**src/rtl/integrator_chain.sv**
```systemverilog
// CIFB integrator cascade for the delta-sigma loop filter: ORDER stages, each
// subtracting the quantiser feedback, with clamp-or-wrap arithmetic, a sticky
// per-stage overflow flag and a one-cycle valid strobe after each sample.
module integrator_chain #(
    parameter int unsigned IN_WIDTH  = 4,
    parameter int unsigned ORDER     = 2,
    parameter int unsigned ACC_WIDTH = IN_WIDTH + 2 * ORDER,
    parameter bit          SATURATE  = 1'b1
) (
    input  logic                         i_clk,
    input  logic                         i_rst_n,
    input  logic                         i_sample,
    input  logic                         i_clear,
    input  logic                         i_ovf_clr,
    input  logic [IN_WIDTH-1:0]          i_data,
    input  logic [IN_WIDTH-1:0]          i_fb,
    output logic [ACC_WIDTH-1:0]         o_data,
    output logic [ORDER*ACC_WIDTH-1:0]   o_stage,
    output logic                         o_valid,
    output logic [ORDER-1:0]             o_ovf
);

    // Two guard bits: the sum of three ACC_WIDTH-range terms never wraps here.
    localparam int unsigned EXT_WIDTH = ACC_WIDTH + 2;
    localparam logic signed [EXT_WIDTH-1:0] MAX_EXT = {3'b000, {(ACC_WIDTH-1){1'b1}}};
    localparam logic signed [EXT_WIDTH-1:0] MIN_EXT = {3'b111, {(ACC_WIDTH-1){1'b0}}};

    logic [ORDER-1:0][ACC_WIDTH-1:0] acc_q, acc_d;
    logic [ORDER-1:0]                ovf_q, ovf_d;
    logic                            valid_q, valid_d;

    logic signed [EXT_WIDTH-1:0]     data_ext;
    logic signed [EXT_WIDTH-1:0]     fb_ext;
    logic signed [EXT_WIDTH-1:0]     prev_ext [ORDER];
    logic signed [EXT_WIDTH-1:0]     sum_ext  [ORDER];
    logic [ORDER-1:0][ACC_WIDTH-1:0] stage_res;
    logic [ORDER-1:0]                ovf_hit;
    logic [ORDER-1:0]                ovf_set;
    logic                            accept;

    // Per-stage wide sums from pre-edge values, then clamp or wrap.
    always_comb begin
        data_ext    = EXT_WIDTH'($signed(i_data));
        fb_ext      = EXT_WIDTH'($signed(i_fb));
        prev_ext[0] = data_ext;
        for (int k = 1; k < ORDER; k++) begin
            prev_ext[k] = EXT_WIDTH'($signed(acc_q[k-1]));
        end
        for (int k = 0; k < ORDER; k++) begin
            sum_ext[k] = EXT_WIDTH'($signed(acc_q[k])) + prev_ext[k] - fb_ext;
            ovf_hit[k] = (sum_ext[k] > MAX_EXT) || (sum_ext[k] < MIN_EXT);
            if (SATURATE && (sum_ext[k] > MAX_EXT)) begin
                stage_res[k] = ACC_WIDTH'(MAX_EXT);
            end else if (SATURATE && (sum_ext[k] < MIN_EXT)) begin
                stage_res[k] = ACC_WIDTH'(MIN_EXT);
            end else begin
                stage_res[k] = ACC_WIDTH'(sum_ext[k]);
            end
        end
    end

    // Next state: clear beats sample; a new overflow beats the flag clear.
    always_comb begin
        accept  = i_sample & ~i_clear;
        acc_d   = acc_q;
        valid_d = accept;
        ovf_set = accept ? ovf_hit : '0;
        ovf_d   = i_ovf_clr ? ovf_set : (ovf_q | ovf_set);
        if (i_clear) begin
            acc_d = '0;
        end else if (i_sample) begin
            acc_d = stage_res;
        end
    end

    // State registers with asynchronous reset.
    always_ff @(posedge i_clk or negedge i_rst_n) begin
        if (!i_rst_n) begin
            acc_q   <= '0;
            ovf_q   <= '0;
            valid_q <= 1'b0;
        end else begin
            acc_q   <= acc_d;
            ovf_q   <= ovf_d;
            valid_q <= valid_d;
        end
    end

    assign o_stage = acc_q;
    assign o_data  = acc_q[ORDER-1];
    assign o_valid = valid_q;
    assign o_ovf   = ovf_q;

endmodule

```
**config.mk**
```make
export PLATFORM = sky130hd
export DESIGN_NAME = integrator_chain
export DESIGN_NICKNAME = d
export VERILOG_FILES = /design/src/rtl/integrator_chain.sv
export SDC_FILE = /design/constraint.sdc
export NUM_CORES = 1
export LEC_CHECK = 0
export ABC_AREA = 1
export CORE_ASPECT_RATIO = 1.2
export CORE_MARGIN = 4
export CORE_UTILIZATION = 28
export DETAILED_ROUTE_END_ITERATION = 10
export PLACE_DENSITY = 0.58
export SLEW_MARGIN = 10
export SYNTH_ARGS = -nofsm -noshare
export SYNTH_HDL_FRONTEND = slang
export SYNTH_SLANG_ARGS = --single-unit
```
**constraint.sdc**
```tcl
create_clock -name i_clk -period 2.65 [get_ports i_clk]
set_input_delay 0.53 -clock i_clk [delete_from_list [all_inputs] [get_ports i_clk]]
set_output_delay 0.53 -clock i_clk [all_outputs]
set_load 0.02 [all_outputs]
```
==> impl_metrics.tcl, run 1 <==
set metrics [dict create \
    finalNonFillerCells 513 \
    ant_nets 0 \
    vias 2180 \
    coreArea_sq_um 8063 \
    syn-cell-area_sq_um 2305 \
    gr-max-usage-layer "met2" \
    required_ns 2.80 \
    synth_top_flop_cell "dfrtp_1" \
    yosysSeqAreaShare_pct 20.63 \
    grt_max_degree 20 \
    synth.avg_cell_area_sq_um 6.819 \
    h-tree-depth 1 \
    path_clk_slew_ns 0.07 \
    finalSetupViolCount 0 \
    end_kind "flip-flop" \
    finClkSkew_ns 0.004276 \
    yosysWarningCount 0 \
    area_delta_synth_final_pct 54.45 \
    wl_per_cell_um 11.73 \
    max_freq_mhz 400.3 \
    synthCells 338 \
    die_h_um 107.4 \
    cts_tree "done" \
    io_pins 40 \
    cp.arrival_ns 2.65 \
    grt-ovfl-total 0 \
    drive_gt1_share_pct 35.17 \
    holdCritPathClass "reg2reg" \
    fin_ws_ns 0.1517 \
    cp-start-kind "primary input" \
    finalHoldViolCount 0 \
    fin_crit_sh_pct 94.27 \
    synth_cell_types 20 \
    drv_cap 0 \
    fillers 803 \
    root_buffer "clkbuf_8" \
    hpwl_mm 4.728 \
    first_global_vias 2249 \
    synth_enable_flop_cells 0 \
    drv_slew 0 \
    antennaDiodeCount 0 \
    slew_headroom_pct 70.90 \
    port-buffer-count 39 \
    die_area_sq_um 9753 \
    worst_slew_pin_slew_ns 0.4360 \
    antenna_found_initial 0 \
    viasPerCell 4.250 \
    postCtsHoldBufs 0 \
    grt_first_pass_wirelength_mm 9.832 \
    outcome "complete, no violations" \
    cts.sinks 19 \
    yosys_register_bits 19 \
    fin_crit_ns 2.498 \
    die_w_um 90.82 \
    use_met3_pct 0.5594 \
    dp.cells 497 \
    final_nets 467 \
    drt_iter0_drc 38 \
    use_met2_pct 26.02 \
    drc 0 \
    met1_usage_pct 12.67 \
    syn-num-nets 386 \
    cp_max_fo 8 \
    routabilityCongestion 0.8112 \
    routed_wl_mm 6.018 \
    post-place-ws_ns -0.7061 \
    grt_usage_pct 12.39 \
    rows 36 \
    worstSetupPathType "in2reg" \
    synthArstFlopShare_pct 100.0 \
    dr.pass1.iters 4 \
    numCtsBuffers 3 \
    start_util_pct 28.58 \
    worstSkewPairLatency_ns 0.26 \
    clk_path_buf_depth 2 \
]
## kinds of logic (layout without fill, tap and decap cells)
group / count (synthesis) / in the layout / share of synthesized area [%]
flip-flops: 19 / 19 / 20.63
AO/OA/AOI/OAI: 10 / 10 / 3.420
buffers and inverters: 94 / 174 / 16.77
AND/OR/NAND/NOR: 170 / 170 / 31.16
XOR/XNOR: 10 / 10 / 3.800
adder cells (fa/ha/maj): 35 / 35 / 24.21
## synthesized netlist by cell type, types with 3 or more instances
master | number | area, sq um
nand2_1 | 133 | 499.2
ha_1 | 19 | 237.7
buf_4 | 9 | 67.56
nand2_2 | 10 | 62.56
nor2_1 | 7 | 26.28
fa_1 | 16 | 320.3
dfrtp_1 | 19 | 475.5
nand2_4 | 3 | 33.78
inv_1 | 84 | 315.3
nand3_1 | 12 | 60.06
xnor2_1 | 3 | 26.28
a21oi_1 | 5 | 25.02
xor2_1 | 7 | 61.31
## per-layer routing
layer	vias to the layer above	part of all wire (%)
li1	1135	-
met1	1019	37
met2	21	60
met3	5	0.96
met4	0	1.5
met5	-	0
## placed cells by master, fill, tap and decap left out, types with 4 or more instances in the layout
cell / synthesis / layout
inv_2: 0 / 13
xor2_1: 7 / 7
nand2_1: 133 / 111
inv_1: 84 / 69
nand2_4: 3 / 9
buf_4: 9 / 45
fa_1: 16 / 14
clkdlybuf4s50_1: 0 / 32
nand3_2: 2 / 9
a21oi_2: 1 / 6
nand2_2: 10 / 26
ha_4: 0 / 16
dfrtp_1: 19 / 19
nand3_1: 12 / 4
## final timing paths
kind | to | from | depth (start not counted) | slack (ns)
max | o_data[6] | i_fb[3] | 15 | 0.15
min | o_ovf[0] | o_ovf[0] | 2 | 0.48
max reg2reg | o_data[6] | o_data[4] | 14 | 0.19
min reg2reg | o_ovf[0] | o_ovf[0] | 2 | 0.48
max in group asynchronous | o_stage[5] | i_rst_n | 2 | 1.84
min in group asynchronous | o_data[1] | i_rst_n | 2 | 0.60
## worst max-delay path: stages
cell and delay, ns:
buf_4 0.14, buf_12 0.14, fa_1 0.51, inv_2 0.05
ha_4 0.24, nand2_1 0.08, nand2_2 0.06, a21oi_2 0.17
nand2_1 0.07, nand2_1 0.08, nand2_2 0.08, o21ai_4 0.26
nand2_1 0.09, nand2_1 0.08, nand2_1 0.05
## flip-flops by register name, summed over array words and instances (netlist names)
signal and cells:
o_data 8, o_ovf 2, o_stage 8, o_valid 1
## area by class of cell
cell class / instances / area (sq um) / area share, %
timing repair buffer: 86 / 769.5 / 21.62
multi-input combinational: 225 / 1829 / 51.39
inverter: 84 / 320.3 / 8.998
tap: 95 / 118.9 / 3.339
clock buffer: 3 / 41.29 / 1.160
sequential: 19 / 475.5 / 13.36
clock inverter: 1 / 5.005 / 0.1406
## metrics by stage
step	utilization (%)	hold WS (ns)	instance area (sq um)	TNS, ns
after floorplan	-	0.2344	2305	0
after global placement	37.43	0.4741	3018	-10.35
after detailed placement	37.43	0.4736	3018	-10.63
after CTS	41.79	0.4913	3369	0
after global routing	44.15	0.5206	3560	-0.02217
final	44.15	0.4759	3560	0
## repair_timing
action | CTS | global route
endpoints found under the setup margin | 18 | 17
gates cloned | 1 | 0
pin swaps | 26 | 54
gates resized for setup | 54 | 50
buffers inserted | 5 | 6
Power of run 1 is not shown: default switching activity piles up to over one toggle a cycle in this logic, so the estimate is an artifact.
==> run 2, diff against run 1 <==
Settings changed: CORE_MARGIN 4 to unset, GPL_ROUTABILITY_DRIVEN set to 0.
==> run 2 against run 1 <==
Via count is 0.92% lower. Non-clock buffer count decreased by 2. Die area fell by 12%. Sequential cell count is the same. Global-route usage up 1.3 points. Utilization rose by 0.54 points. Clock skew is 0.0029 ns lower. Clock-buffer cell count did not move. First-iteration DRC count stayed put. Maximum frequency down 0.16%. Register-to-register slack barely moved.
==> impl_metrics.tcl, run 2 (synthesis gave the netlist of run 1 again) <==
set metrics [dict create \
    grt_first_pass_wirelength_mm 9.487 \
    area_delta_synth_final_pct 52.01 \
    coreArea_sq_um 7839 \
    cp.buffers_inverters 6 \
    finalSetupViolCount 0 \
    grt_max_degree 20 \
    finClkSkew_ns 0.001393 \
    drv_slew 0 \
    cp.arrival_ns 2.65 \
    max_freq_mhz 399.7 \
    vias 2160 \
    grt_usage_pct 13.64 \
    port-buffer-count 39 \
    wl_per_cell_um 11.65 \
    fillers 752 \
    grt-ovfl-total 0 \
    finalNonFillerCells 508 \
    holdCritPathClass "reg2reg" \
    final_cell_mix "nand2_1 (118), inv_1 (72), buf_4 (42), clkdlybuf4s50_1 (32), nand2_2 (20)" \
    die_area_sq_um 8599 \
    dr.pass1.iters 6 \
    antenna_found_initial 0 \
    crit_top_cell "nand2_1" \
    start_util_pct 29.40 \
    whs_ns 0.4871 \
    cp_max_fo 5 \
    design_area_sq_um 3503 \
    end_kind "flip-flop" \
    cpPeakStageDelay_ns 0.57 \
    worstSkewPairLatency_ns 0.25 \
    post_dp_cell_area_sq_um 3014 \
    worstSetupPathType "in2reg" \
    slowest_stage "fa_1" \
    path_clk_slew_ns 0.07 \
    cts_tree "done" \
    drv_cap 0 \
    die_h_um 101.4 \
    required_ns 2.80 \
    drt_iter0_drc 38 \
    h-tree-depth 1 \
    root_buffer "clkbuf_8" \
    drive_gt1_share_pct 31.73 \
    cts.sinks 19 \
    cp_cell_sequence "buf_8, buf_12, fa_1, inv_2, ha_4, buf_4, nand3_2, nand2_2, buf_4, buf_4, nand3_1, nand2_1, xor2_1, nand2_1, nand2_1, nand2_1, nand2_1" \
    fin_crit_sh_pct 94.42 \
    hpwl_mm 4.587 \
    critPathTopFamily "adder cells" \
    antennaDiodeCount 0 \
    clk_path_buf_depth 2 \
    fin_crit_ns 2.502 \
    final_common_cell "nand2_1" \
    cp-start-kind "primary input" \
    numCtsBuffers 3 \
    rows 35 \
    drc 0 \
    worst_slew_pin_slew_ns 0.4325 \
    viasPerCell 4.252 \
    postCtsHoldBufs 0 \
    die_w_um 84.82 \
    finalHoldViolCount 0 \
    dp.cells 494 \
    first_global_vias 2133 \
    io_pins 40 \
    routed_wl_mm 5.917 \
    slew_headroom_pct 71.14 \
    outcome "complete, no violations" \
    ant_nets 0 \
    final_nets 465 \
]
[run 2: cell types whose count changed in the layout (fill, tap and decap cells not counted), moves of 2 or more]
cell / before / now
nand2_2: 26 / 20
inv_1: 69 / 72
nand2_1: 111 / 118
ha_4: 16 / 14
nor2_1: 3 / 5
nand2_4: 9 / 7
buf_4: 45 / 42
inv_2: 13 / 11
[run 2: cell type report]
type	count	area [sq um]	share of cell area (%)
Multi-Input combinational cell	225	1785	50.96
Timing Repair Buffer	84	762.0	21.75
Inverter	84	317.8	9.071
Clock inverter	1	5.005	0.1429
Sequential cell	19	476.7	13.61
Clock buffer	3	41.29	1.179
Tap cell	92	115.1	3.286
[run 2: what timing repair did]
item,CTS,global route
gates resized for setup,39,53
buffers inserted,4,5
pin swaps,22,40
gates cloned,1,0
endpoints found under the setup margin,18,17
[run 2: path summary, 6_finish.rpt]
check	cells after the start	startpoint	end	slack (ns)
worst max-delay path	17	i_fb[3]	o_stage[6]	0.15
min in group asynchronous	2	i_rst_n	o_data[1]	0.60
max in group asynchronous	2	i_rst_n	o_stage[1]	1.83
worst min-delay path	2	o_ovf[0]	o_ovf[0]	0.49
worst max register to register	15	o_stage[1]	o_stage[6]	0.19
worst min register to register	2	o_ovf[0]	o_ovf[0]	0.49
[run 2: metal layers]
layer | track usage [%] | vias to the layer above | routed length, um
li1 | - | 1131 | -
met1 | 14.61 | 1014 | 2351
met2 | 28.77 | 13 | 3477
met3 | 0.4075 | 2 | 42
met4 | 3.911 | 0 | 46
met5 | 0 | - | 0
[run 2: worst reg2reg max path, stage by stage, from the launching register on]
cell and delay [ns]:
dfrtp_2 0.41, inv_1 0.07, fa_1 0.55, inv_2 0.05
fa_2 0.37, nand3_2 0.07, nand2_2 0.08, buf_4 0.14
buf_4 0.13, nand3_1 0.07, nand2_1 0.06, xor2_1 0.13
nand2_1 0.06, nand2_1 0.05, nand2_1 0.06, nand2_1 0.05
[run 2: per-stage QoR]
| stage | TNS (ns) | utilization (%) | setup WS, ns |
|---|---|---|---|
| after floorplan | 0 | - | 0.08726 |
| final | 0 | 44.69 | 0.1478 |
| after CTS | 0 | 41.90 | 0.005674 |
| after global routing | -0.07515 | 44.69 | -0.05099 |
| after global placement | -9.838 | 38.45 | -0.6228 |
| after detailed placement | -9.977 | 38.45 | -0.6229 |
Power of run 2 is left out for the same reason.
==> run 3, diff against run 2 <==
Settings changed: HOLD_SLACK_MARGIN set to 0.08.
==> results of run 3 <==
Same layout as run 2: the final DEF is identical, and so are final timing and power.
Power of run 3 is left out for the same reason.
